## config.mk

```make
export PLATFORM = sky130hd
export DESIGN_NAME = one_wire_resp_ctrl
export DESIGN_NICKNAME = d
export VERILOG_FILES = /design/src/rtl/one_wire_pkg.sv /design/src/rtl/one_wire_resp_ctrl.sv
export SDC_FILE = /design/constraint.sdc
export NUM_CORES = 1
export LEC_CHECK = 0
export CORE_MARGIN = 4
export CORE_UTILIZATION = 39
export DETAILED_ROUTE_END_ITERATION = 7
export DONT_BUFFER_PORTS = 1
export SYNTH_ARGS = -nofsm -noshare
export SYNTH_HDL_FRONTEND = slang
export SYNTH_SLANG_ARGS = --single-unit
```

## constraint.sdc

```tcl
create_clock -name clk -period 4.35 [get_ports clk]
set_clock_uncertainty 0.2 [all_clocks]
set_input_delay 0.87 -clock clk [delete_from_list [all_inputs] [get_ports clk]]
set_output_delay 0.87 -clock clk [all_outputs]
set_load 0.05 [all_outputs]
```

## src/rtl/one_wire_pkg.sv

```systemverilog
// Constants shared by the 1-wire bridge command unpacker and response packer.
package one_wire_pkg;

  localparam int HDR_LEN_STAT = 0;
  localparam int HDR_FCMD     = 1;
  localparam int HDR_ADDR_LO  = 2;
  localparam int HDR_ADDR_HI  = 3;

  localparam int MAX_PAYLOAD  = 31;

  localparam int PRESENCE_BIT = 1;
  localparam int CRC_OK_BIT   = 0;

  typedef enum logic [2:0] {
    ST_IDLE,
    ST_HDR,
    ST_RD_REQ,
    ST_RD_WAIT,
    ST_PUSH,
    ST_FINISH
  } resp_state_e;

  function automatic logic [7:0] stat_byte(input logic [5:0] len,
                                           input logic presence,
                                           input logic crc_ok);
    logic [7:0] b;
    b = {len, 2'b00};
    b[PRESENCE_BIT] = presence;
    b[CRC_OK_BIT]   = crc_ok;
    return b;
  endfunction

endpackage

```

## src/rtl/one_wire_resp_ctrl.sv

```systemverilog
// Packs a 1-wire transaction result (4-byte header + optional BRAM payload) into the TX byte FIFO.
// Header at done+1..done+4, each payload byte 3 cycles; pushes stall while fifo_full, done while busy is dropped.
module one_wire_resp_ctrl
  import one_wire_pkg::*;
#(
  parameter int ADDRESS_WIDTH   = 16,
  parameter int FIFO_WIDTH      = 8,
  parameter int BRAM_ADDR_WIDTH = 5
) (
  input  logic                       clk,
  input  logic                       rst,
  input  logic                       done,
  input  logic                       read_write,
  input  logic                       presence,
  input  logic                       crc_ok,
  input  logic [5:0]                 data_length,
  input  logic [7:0]                 Fun_cmd,
  input  logic [ADDRESS_WIDTH-1:0]   address,
  output logic [BRAM_ADDR_WIDTH-1:0] bram_addr,
  output logic                       bram_rd_en,
  input  logic [FIFO_WIDTH-1:0]      bram_rd_data,
  input  logic                       fifo_full,
  output logic                       fifo_write_enable,
  output logic [FIFO_WIDTH-1:0]      fifo_write_data,
  output logic                       busy,
  output logic                       drop
);

  resp_state_e                state_q, state_d;
  logic [1:0]                 hdr_idx_q, hdr_idx_d;
  logic [BRAM_ADDR_WIDTH-1:0] idx_q, idx_d;
  logic [BRAM_ADDR_WIDTH-1:0] bram_addr_q, bram_addr_d;
  logic [5:0]                 len_q, len_d;
  logic                       pres_q, pres_d;
  logic                       crc_q, crc_d;
  logic [7:0]                 fcmd_q, fcmd_d;
  logic [ADDRESS_WIDTH-1:0]   addr_q, addr_d;
  logic [FIFO_WIDTH-1:0]      hold_q, hold_d;
  logic                       busy_q, busy_d;
  logic                       drop_q, drop_d;
  logic [7:0]                 hdr_byte;

  always_ff @(posedge clk or posedge rst) begin
    if (rst) begin
      state_q     <= ST_IDLE;
      hdr_idx_q   <= '0;
      idx_q       <= '0;
      bram_addr_q <= '0;
      len_q       <= '0;
      pres_q      <= 1'b0;
      crc_q       <= 1'b0;
      fcmd_q      <= '0;
      addr_q      <= '0;
      hold_q      <= '0;
      busy_q      <= 1'b0;
      drop_q      <= 1'b0;
    end else begin
      state_q     <= state_d;
      hdr_idx_q   <= hdr_idx_d;
      idx_q       <= idx_d;
      bram_addr_q <= bram_addr_d;
      len_q       <= len_d;
      pres_q      <= pres_d;
      crc_q       <= crc_d;
      fcmd_q      <= fcmd_d;
      addr_q      <= addr_d;
      hold_q      <= hold_d;
      busy_q      <= busy_d;
      drop_q      <= drop_d;
    end
  end

  always_comb begin
    hdr_byte = '0;
    case (hdr_idx_q)
      2'(HDR_LEN_STAT): hdr_byte = stat_byte(len_q, pres_q, crc_q);
      2'(HDR_FCMD):     hdr_byte = fcmd_q;
      2'(HDR_ADDR_LO):  hdr_byte = addr_q[7:0];
      2'(HDR_ADDR_HI):  hdr_byte = addr_q[15:8];
      default:          hdr_byte = '0;
    endcase
  end

  always_comb begin
    state_d     = state_q;
    hdr_idx_d   = hdr_idx_q;
    idx_d       = idx_q;
    bram_addr_d = bram_addr_q;
    len_d       = len_q;
    pres_d      = pres_q;
    crc_d       = crc_q;
    fcmd_d      = fcmd_q;
    addr_d      = addr_q;
    hold_d      = hold_q;
    busy_d      = busy_q;
    // Any done outside IDLE is discarded, including the FINISH cycle.
    drop_d      = done && (state_q != ST_IDLE);

    case (state_q)
      ST_IDLE: begin
        if (done) begin
          pres_d    = presence;
          crc_d     = crc_ok;
          fcmd_d    = Fun_cmd;
          addr_d    = address;
          len_d     = !read_write ? 6'd0 :
                      (data_length > 6'(MAX_PAYLOAD)) ? 6'(MAX_PAYLOAD) : data_length;
          hdr_idx_d = '0;
          idx_d     = BRAM_ADDR_WIDTH'(1);
          busy_d    = 1'b1;
          state_d   = ST_HDR;
        end
      end
      ST_HDR: begin
        if (!fifo_full) begin
          if (hdr_idx_q == 2'(HDR_ADDR_HI)) begin
            if (len_q != 6'd0) begin
              bram_addr_d = idx_q;
              state_d     = ST_RD_REQ;
            end else begin
              busy_d  = 1'b0;
              state_d = ST_FINISH;
            end
          end else begin
            hdr_idx_d = hdr_idx_q + 2'd1;
          end
        end
      end
      ST_RD_REQ: state_d = ST_RD_WAIT;
      ST_RD_WAIT: begin
        // Captured once; a stall in PUSH never causes a second BRAM read.
        hold_d  = bram_rd_data;
        state_d = ST_PUSH;
      end
      ST_PUSH: begin
        if (!fifo_full) begin
          if ({1'b0, idx_q} == len_q) begin
            busy_d  = 1'b0;
            state_d = ST_FINISH;
          end else begin
            idx_d       = idx_q + 1'b1;
            bram_addr_d = idx_q + 1'b1;
            state_d     = ST_RD_REQ;
          end
        end
      end
      ST_FINISH: state_d = ST_IDLE;
      default:   state_d = ST_IDLE;
    endcase
  end

  assign fifo_write_enable = ((state_q == ST_HDR) || (state_q == ST_PUSH)) && !fifo_full;
  assign fifo_write_data   = (state_q == ST_PUSH) ? hold_q :
                             (state_q == ST_HDR)  ? FIFO_WIDTH'(hdr_byte) : '0;
  assign bram_rd_en        = (state_q == ST_RD_REQ);
  assign bram_addr         = bram_addr_q;
  assign busy              = busy_q;
  assign drop              = drop_q;

endmodule
```

Yosys cells after proc, flatten, opt, wreduce, memory -nomap -nowiden
Index checks and enable logic that the tools add are counted.
Operators by class
  add/subtract/negate cells: 2
  order comparisons: 1
  equal/unequal tests: 17
  mux-type cells: 31
  reductions and logical operators: 18
Operators by type and width (count)
  $pmux W8 S4: 1
  $mux W5: 6
  $pmux W5 S2: 2
  $mux W3: 6
  $ne A2 B2 Y1 const B: 9
  $mux W8: 2
  $pmux W3 S5: 1
  $mux W6: 2
  $reduce_and A4 Y1: 3
  $reduce_and A7 Y1: 1
  $eq A3 B2 Y1 const B: 2
  $eq A5 B6 Y1: 1
  $gt A6 B5 Y1 const B: 1
  $mux W1: 6
  $mux W2: 3
  $reduce_and A6 Y1: 1
  $reduce_bool A2 Y1: 3
  $reduce_bool A3 Y1: 2
  $reduce_bool A6 Y1: 1
  $add A5 B1 Y5 const B: 1
  $eq A2 B2 Y1 const B: 2
  $pmux W2 S2: 1
  $eq A3 B1 Y1 const B: 1
  $eq A3 B3 Y1 const B: 1
  other kinds (9): 10
Word-level totals
  bits in registers: 57
  bits of input ports: 45
  output and inout bits: 17
  word-level logic and storage cells: 81

Depth between registers and ports, before layout
Gate-level depths: netlist (run 1).
  depth after elaboration: 5
  depth in mapped cells: 7
  mapped depth without buffers: 6

Worst setup path after synthesis (run 1)
No wires, ideal clock.
  kind: input port to output port
  from: input port fifo_full
  to: output port fifo_write_enable
  arrival time: 1.946 ns
  data required time: 3.280 ns
  setup slack: 1.334 ns
  cell stages on the path: 1
  path buffers: 0
  cells stage by stage: nor3_1
On the way
  word-level cells in the longest chain between the ends: 2
RTL lines
  start, declared: RTL line one_wire_resp_ctrl.sv:22  | input logic fifo_full,
  $logic_not A1 Y1: RTL line one_wire_resp_ctrl.sv:152  | assign fifo_write_enable = ((state_q == ST_HDR) || (state_q == ST_PUSH)) && !fifo_full;
  $logic_and A1 B1 Y1: RTL line one_wire_resp_ctrl.sv:152
  end, declared: RTL line one_wire_resp_ctrl.sv:23  | output logic fifo_write_enable,
No other way between the ends.

Worst setup path in the final report (run 1)
  from: register state_q[0]
  to: output port fifo_write_data[0]
On the way
  word-level cells in the longest chain between the ends: 3
  elaborated cells between the ends (all ways): 4
  those cells by class: eq/ne (2); mux (2)
RTL lines
  start, declared: RTL line one_wire_resp_ctrl.sv:29  | resp_state_e state_q, state_d;
  start signal, assigned: RTL line one_wire_resp_ctrl.sv:58  | state_q <= state_d;
  $eq A3 B1 Y1: RTL line one_wire_resp_ctrl.sv:154  | (state_q == ST_HDR) ? FIFO_WIDTH'(hdr_byte) : '0;
  $mux W8: RTL line one_wire_resp_ctrl.sv:154
  $mux W8 *: RTL line one_wire_resp_ctrl.sv:153  | assign fifo_write_data = (state_q == ST_PUSH) ? hold_q :
  end, declared: RTL line one_wire_resp_ctrl.sv:24  | output logic [FIFO_WIDTH-1:0] fifo_write_data,
Every way passes the cells marked *; elsewhere a longest branch is shown, timed or not.

==> summary.md, run 1 <==
| Metric | Value |
|---|---|
| CP required | 3.28 ns |
| Maximum buffer depth of the clock tree | 2 |
| EDFF count, synth | 0 |
| Finish-stage setup viols | 0 |
| Area growth syn-to-layout | 9.05% |
| Status | complete, no violations |
| Tot GR Track Use | 17.9% |
| GRT overflow | 0 |
| Initial Utilization | 39.9% |
| Max_cap viols | 0 |
| Setup WS pre-CTS | 1.22 ns |
| Hold Crit Depth | 2 |
| Hold-fix buffers, CTS | 0 |
| Vias in the first global route | 2385 |
| Ratio of cells with drive above 1 in the final layout | 10.7% |
| Psw | 0.00108 W |
| Worst hold path type | register to register |
| I/O pin count | 62 |
| Final setup margin | 0.848 ns |
| Cell internal pwr | 0.00129 W |
| Post-CTS resize count | 0 |
| Area leader, netlist | dfrtp_1 |
| Core area | 7210 sq um |
| Post-DP HPWL | 5.18 mm |
| H-tree Lvls | 3 |
| Slew headroom | a little over a third |
| First drt pass iteration count | 5 |
| Worst R2R Path Depth | 5 |
| Clock latency on the worst-skew pair | 0.33 ns |
| Final Hold Viols | 0 |
| Seq/Total Area, Yosys | 49.6% |
| Layout Cell Area excl Fill | ~3100 sq um |
| Synthesized instance count | 316 |
| Total power | 0.00237 W |
| Largest net degree at the start of global routing | 49 |
| Seq pwr share | a little over two fifths |
| Critical path endpoint category | primary output |
| Post-synth top cells | nand2_1, dfrtp_1, o21ai_0 |
| Mapped Avg Cell Area | 9.10 sq um |
| Die extent in y | about 94 um |
| Syn_nets | 367 |
| R2r endpoint | bram_addr[0] |
| Slew @ Worst Pin | 0.975 ns |
| Worst-path fanout max | 18 |
| Worst hold endpoint | addr_q[4] |
| Worst-path clk slew | about 0.060 ns |
| Worst vdd ir | 0.279 mV |
| Root Buffer | clkbuf_8 |
| Clk pwr share | 17.6% |
| Pwr per Cell Area | approximately 760 nW/um^2 |
| # rows | 31 |
| Routed Antenna Nets | 0 |
| First-pass GRT wire length | 12.2 mm |
| CTS Buf Count | 9 |
| WP data arrival | 2.43 ns |
| Synth Flop Type | dfrtp_1 |
| Synth area leaders | dfrtp_1, nand2_1, o21ai_0 |
| Critical path launch point type | register |
| Initial antenna violation count | 0 |
| FFs w/ async S/R, synth | 100% |
| Core Util, Final | 43.5% |
| Switching Share | between 40% and 50% |
| Dpl cell area | 2970 sq um |
| Die width | 93.9 um |
| Final period utilization | a little over 80% |
| Hold Path Origin | addr_q[4] |
| Crit Path Category | register to primary output |
| Max-slew violation count | 0 |
| Routability cong. | 0.838 |
| Setup TNS | 0 ns |
| Post-Route WL | 7.09 mm |
| RSZ-0062 raised after global routing | no |
| Post-synth top area share | 49.6% |
| Mapped Area | 2880 sq um |
| Fill cells | 750 |
| Fmax | 286 MHz |
| CTS tree | built |
| DRT iter0 DRCs | 147 |
| Number of port buffers | 0 |
| Inserted Diodes | 0 |
| Setup Buffers After CTS | 0 |
| Final nets | roughly 370 |
| DR vias/cell | around 5.4 |
| Count leader, synth | nand2_1 |
| WL/cell | 17.0 um |
| Synth unique cells | 42 |
| Min Tclk post-route | 3.50 ns |
| Vias | 2260 |
| Die area | 8810 sq um |
| Seq cells post-synth | 57 |
| Synthesis Warnings | 0 |
| Sink Count | between 50 and 60 |
| # DRC | 0 |
| Reg-to-Reg Start | state_q[0] |
| FF-to-FF setup slack | 1.82 ns |
| Leakage Power | 1.44 nW |
| Comb pwr share | 40.7% |
==> worst max-delay path, stage by stage, from the launching register on <==
cell	delay, ns
dfrtp_1	0.65
nor2_1	0.17
nand2_1	0.25
clkinv_1	0.45
a22o_1	0.57
==> power by group through the flow <==
stage	logic (W)	clock network [W]	registers, W
final	0.000967	0.000416	0.000989
after global routing	0.00111	0.000455	0.00102
after CTS	0.000977	0.000431	0.000993
after detailed placement	0.000975	0	0.00100
after global placement	0.000952	0	0.000999
after floorplan	0.000833	0	0.000913
==> placed cells by master (no fill, tap or decap), types with 2 or more instances in the layout <==
cell      synthesis  final
nand2_1         101    101
dfrtp_1          57     57
o21ai_0          29     29
nor2_1           12     12
mux2_2           10     10
clkbuf_8          0     10
a222oi_1          8      8
a22o_1            8      8
nand3_1           7      7
inv_1             7      6
ha_1              6      6
a21oi_1           4      4
nor3_1            6      4
nor3_2            2      4
xnor2_1           3      3
xor2_1            3      3
nand2b_1          3      3
and3_1            3      3
nor2b_1           3      3
nor4_1            3      3
a21o_1            3      3
buf_4             0      3
a32o_1            2      2
and2_1            2      2
o211ai_1          2      2
a211oi_1          2      2
clkbuf_1          9      2
clkinv_2          0      2
==> logic make-up (layout without fill, tap and decap cells) <==
logic type	after synthesis	count (layout)	share of synthesized area (%)
AND/OR/NAND/NOR	146	146	22.0
AO/OA/AOI/OAI	68	68	16.9
flip-flops	57	57	49.6
buffers and inverters	23	26	3.09
multiplexers	10	10	3.92
adder cells (fa/ha/maj)	6	6	2.61
XOR/XNOR	6	6	1.83
==> per-layer routing <==
metal	wire length [um]	global-route usage, %	vias up
li1	-	-	1103
met1	2950	22.6	1063
met2	3610	29.2	83
met3	444	5.61	11
met4	88	5.90	0
met5	0	0	-
==> through the flow <==
stage	instances	hold slack, ns
after CTS	418	0.279
final	418	0.277
after floorplan	316	0.245
after global routing	418	0.307
after global placement	403	0.261
after detailed placement	403	0.264
==> worst max path at each step <==
| stage | start | to | slack, ns |
|---|---|---|---|
| CTS | state_q[0] | fifo_write_data[4] | 0.86 |
| floorplan | fifo_full | fifo_write_enable | 1.33 |
| global route | state_q[0] | fifo_write_data[2] | 0.65 |
| global placement | state_q[0] | fifo_write_data[4] | 1.28 |
| detailed placement | state_q[0] | fifo_write_data[4] | 1.22 |
| finish | state_q[0] | fifo_write_data[0] | 0.85 |
==> layout make-up <==
class                      count  area, sq um  share of cell area [%]
timing repair buffer           3         22.5                   0.718
inverter                       8         30.0                   0.958
sequential                    57         1430                    45.5
multi-input combinational    236         1370                    43.7
tap                           99          124                    3.95
clock inverter                 3         17.5                   0.559
clock buffer                  12          145                    4.63
==> flip-flops by register name, summed over array words and instances (netlist names) <==
| name | cells |
|---|---|
| bram_addr | 5 |
| hold_q | 8 |
| fcmd_q | 8 |
| pres_q | 1 |
| idx_q | 5 |
| drop | 1 |
| len_q | 6 |
| hdr_idx_q | 2 |
| crc_q | 1 |
| state_q | 3 |
| busy | 1 |
| addr_q | 16 |
No activity file was read; power rests on OpenSTA's default activity.
==> inputs of run 2 (changes only) <==
==> constraint.sdc (replaced) <==
create_clock -name clk -period 3 [get_ports clk]
set_clock_uncertainty 0.2 [all_clocks]
set_input_delay 0.6 -clock clk [delete_from_list [all_inputs] [get_ports clk]]
set_output_delay 0.6 -clock clk [all_outputs]
set_load 0.05 [all_outputs]
==> summary.md, run 2 (synthesized netlist as in run 1, its figures left out) <==
| Metric | Value |
|---|---|
| Fill cells | 724 (was 750) |
| WL/cell | 16.8 um (was 17.0 um) |
| Slew @ Worst Pin | 0.525 ns (was 0.975 ns) |
| Max-slew violation count | 0 (unchanged) |
| Worst vdd ir | 0.439 mV (was 0.279 mV) |
| First drt pass iteration count | 5 (unchanged) |
| Pwr per Cell Area | 1130 nW/um^2 (was 757 nW/um^2) |
| Top Registers | addr_q: 16 flops, fcmd_q: 8 flops, hold_q: 8 flops (unchanged) |
| Final Hold Viols | 0 (unchanged) |
| Core area | 7210 sq um (unchanged) |
| Final period utilization | ~95% |
| Tot GR Track Use | 17.9% (about the same) |
| Layout Cell Area excl Fill | 3290 sq um (was 3140 sq um) |
| CP required | 2.20 ns (was 3.28 ns) |
| Leakage Power | 1.53 nW (was 1.44 nW) |
| Most flops, register | addr_q (unchanged) |
| Status | complete, no violations (unchanged) |
| Die extent in y | 93.9 um (unchanged) |
| Most common cell after layout, fill and taps aside | nand2_1 (unchanged) |
| Area growth syn-to-layout | 14.5% (was 9.05%) |
| Dpl cell area | 3060 sq um (was 2970 sq um) |
| Vias in the first global route | 2361 (was 2385) |
| RSZ-0062 raised after global routing | no (unchanged) |
| Worst-path clk slew | 0.07 ns (was 0.06 ns) |
| Routability cong. | 0.844 (was 0.838) |
| Final setup margin | 0.144 ns (was 0.848 ns) |
| Total power | 0.00372 W (was 0.00237 W) |
| Clock latency on the worst-skew pair | 0.33 ns (about the same) |
| Initial antenna violation count | 0 (unchanged) |
| Commonest non-fill, non-tap cells in the layout | nand2_1, dfrtp_1, o21ai_0, buf_4, nor2_1 (was nand2_1, dfrtp_1, o21ai_0, nor2_1) |
| Max_cap viols | 0 (unchanged) |
| Max FFs per register | 16 (unchanged) |
| Setup Buffers After CTS | 0 (unchanged) |
| Sink Count | 57 (unchanged) |
| Final nets | 378 (was 366) |
| Critical path endpoint category | primary output (unchanged) |
| CTS tree | built (unchanged) |
| # DRC | 0 (unchanged) |
| Ratio of cells with drive above 1 in the final layout | 16.3% (was 10.7%) |
| Critical path launch point type | register (unchanged) |
| DR vias/cell | 5.34 (was 5.41) |
| Min Tclk post-route | ~2.9 ns |
| WP data arrival | 2.06 ns (was 2.43 ns) |
| Maximum buffer depth of the clock tree | 2 (unchanged) |
| GRT overflow | 0 (unchanged) |
| Setup WS pre-CTS | 0.442 ns (was 1.22 ns) |
| Cells along the critical path | ha_1 -> a222oi_1 -> o21ai_0 -> a22o_2 (was nor2_1 -> nand2_1 -> clkinv_1 -> a22o_1) |
| CTS Buf Count | 9 (unchanged) |
| Post-Route WL | 7.23 mm (was 7.09 mm) |
| Vias | 2296 (was 2260) |
| Routed Antenna Nets | 0 (unchanged) |
| Die width | 93.9 um (unchanged) |
| First-pass GRT wire length | 12.2 mm (about the same) |
| Initial Utilization | 39.9% (unchanged) |
| I/O pin count | 62 (unchanged) |
| Inserted Diodes | 0 (unchanged) |
| Worst-path fanout max | 11 (was 18) |
| Finish-stage setup viols | 0 (unchanged) |
| Slew headroom | 65.1% (was 34.9%) |
| Root Buffer | clkbuf_8 (unchanged) |
| Post-DP HPWL | 5.32 mm (was 5.18 mm) |
| Setup TNS | 0 ns (unchanged) |
| Worst hold path type | input pin to register (was register to register) |
| Crit Path Category | register to primary output (unchanged) |
| Die area | 8810 sq um (unchanged) |
| Fmax | roughly 350 MHz |
| Crit-path max cell delay | 0.42 ns (was 0.65 ns) |
| DRT iter0 DRCs | 152 (was 147) |
| H-tree Lvls | 3 (unchanged) |
| Number of port buffers | 0 (unchanged) |
| # rows | 31 (unchanged) |
| Core Util, Final | 45.6% (was 43.5%) |
| Largest net degree at the start of global routing | 38 (was 49) |
| CP max-delay cell | dfrtp_1 (unchanged) |
==> run 2: cell count changes in the layout (fill, tap and decap cells not counted), sizes merged <==
cell | previous run | this run
clkbuf | 12 | 10
clkinvlp | 1 | 2
clkinv | 3 | 2
buf | 3 | 14
dlygate4sd3 | 0 | 1
bufinv | 0 | 2
==> run 2: final timing paths <==
kind / from / endpoint / slack (ns) / cells after the start
worst min register to register: pres_q / pres_q / 0.28 / 2
min in group asynchronous: rst / bram_addr[0] / 0.49 / 2
max in group asynchronous: rst / len_q[1] / 1.46 / 3
worst max register to register: len_q[3] / bram_addr[0] / 0.71 / 6
worst max-delay path: hdr_idx_q[0] / fifo_write_data[7] / 0.14 / 4
worst min-delay path: Fun_cmd[7] / fcmd_q[7] / 0.16 / 2
==> run 2: worst max-delay path, delay by kind of cell, from the launching register on <==
kind / cells / cell delay (ns)
adders and majority gates: 1 / 0.35
DFF: 1 / 0.42
AOI/OAI and AO/OA: 3 / 0.96
==> run 2: final cells by class <==
type,instances,area (sq um),area share (%)
timing repair buffer,15,115,3.50
tap,99,124,3.76
inverter,8,30.0,0.912
sequential,57,1430,43.3
clock inverter,5,80.1,2.43
multi-input combinational,236,1380,41.9
clock buffer,10,138,4.18
==> run 2: per-stage QoR <==
| step | std cells | hold slack, ns |
|---|---|---|
| finish | 430 | 0.164 |
| global route | 430 | 0.142 |
| CTS | 430 | 0.147 |
| detailed placement | 414 | 0.267 |
| global placement | 414 | 0.264 |
| floorplan | 316 | 0.245 |
==> run 2: timing repair <==
item / 4_1_cts / 5_1_grt
gates resized for setup: 0 / 7
hold endpoints to repair: 15 / 0
endpoints found under the setup margin: 0 / 6
hold buffers: 1 / 0
==> run 2: power by group <==
| group | total, W | switching [W] | leakage, nW | internal [W] |
|---|---|---|---|---|
| clock network | 0.000789 | 0.000306 | 0.104 | 0.000484 |
| registers | 0.00141 | 0.000327 | 0.711 | 0.00108 |
| logic | 0.00152 | 0.000976 | 0.710 | 0.000548 |
==> run 2: layer usage <==
layer	routed length, um	GRT usage (%)	part of all wire, %	vias up
li1	-	-	-	1128
met2	3560	28.8	49	68
met4	53	4.09	0.73	0
met5	0	0	0	-
met3	472	6.89	6.5	7
met1	3140	22.9	43	1093
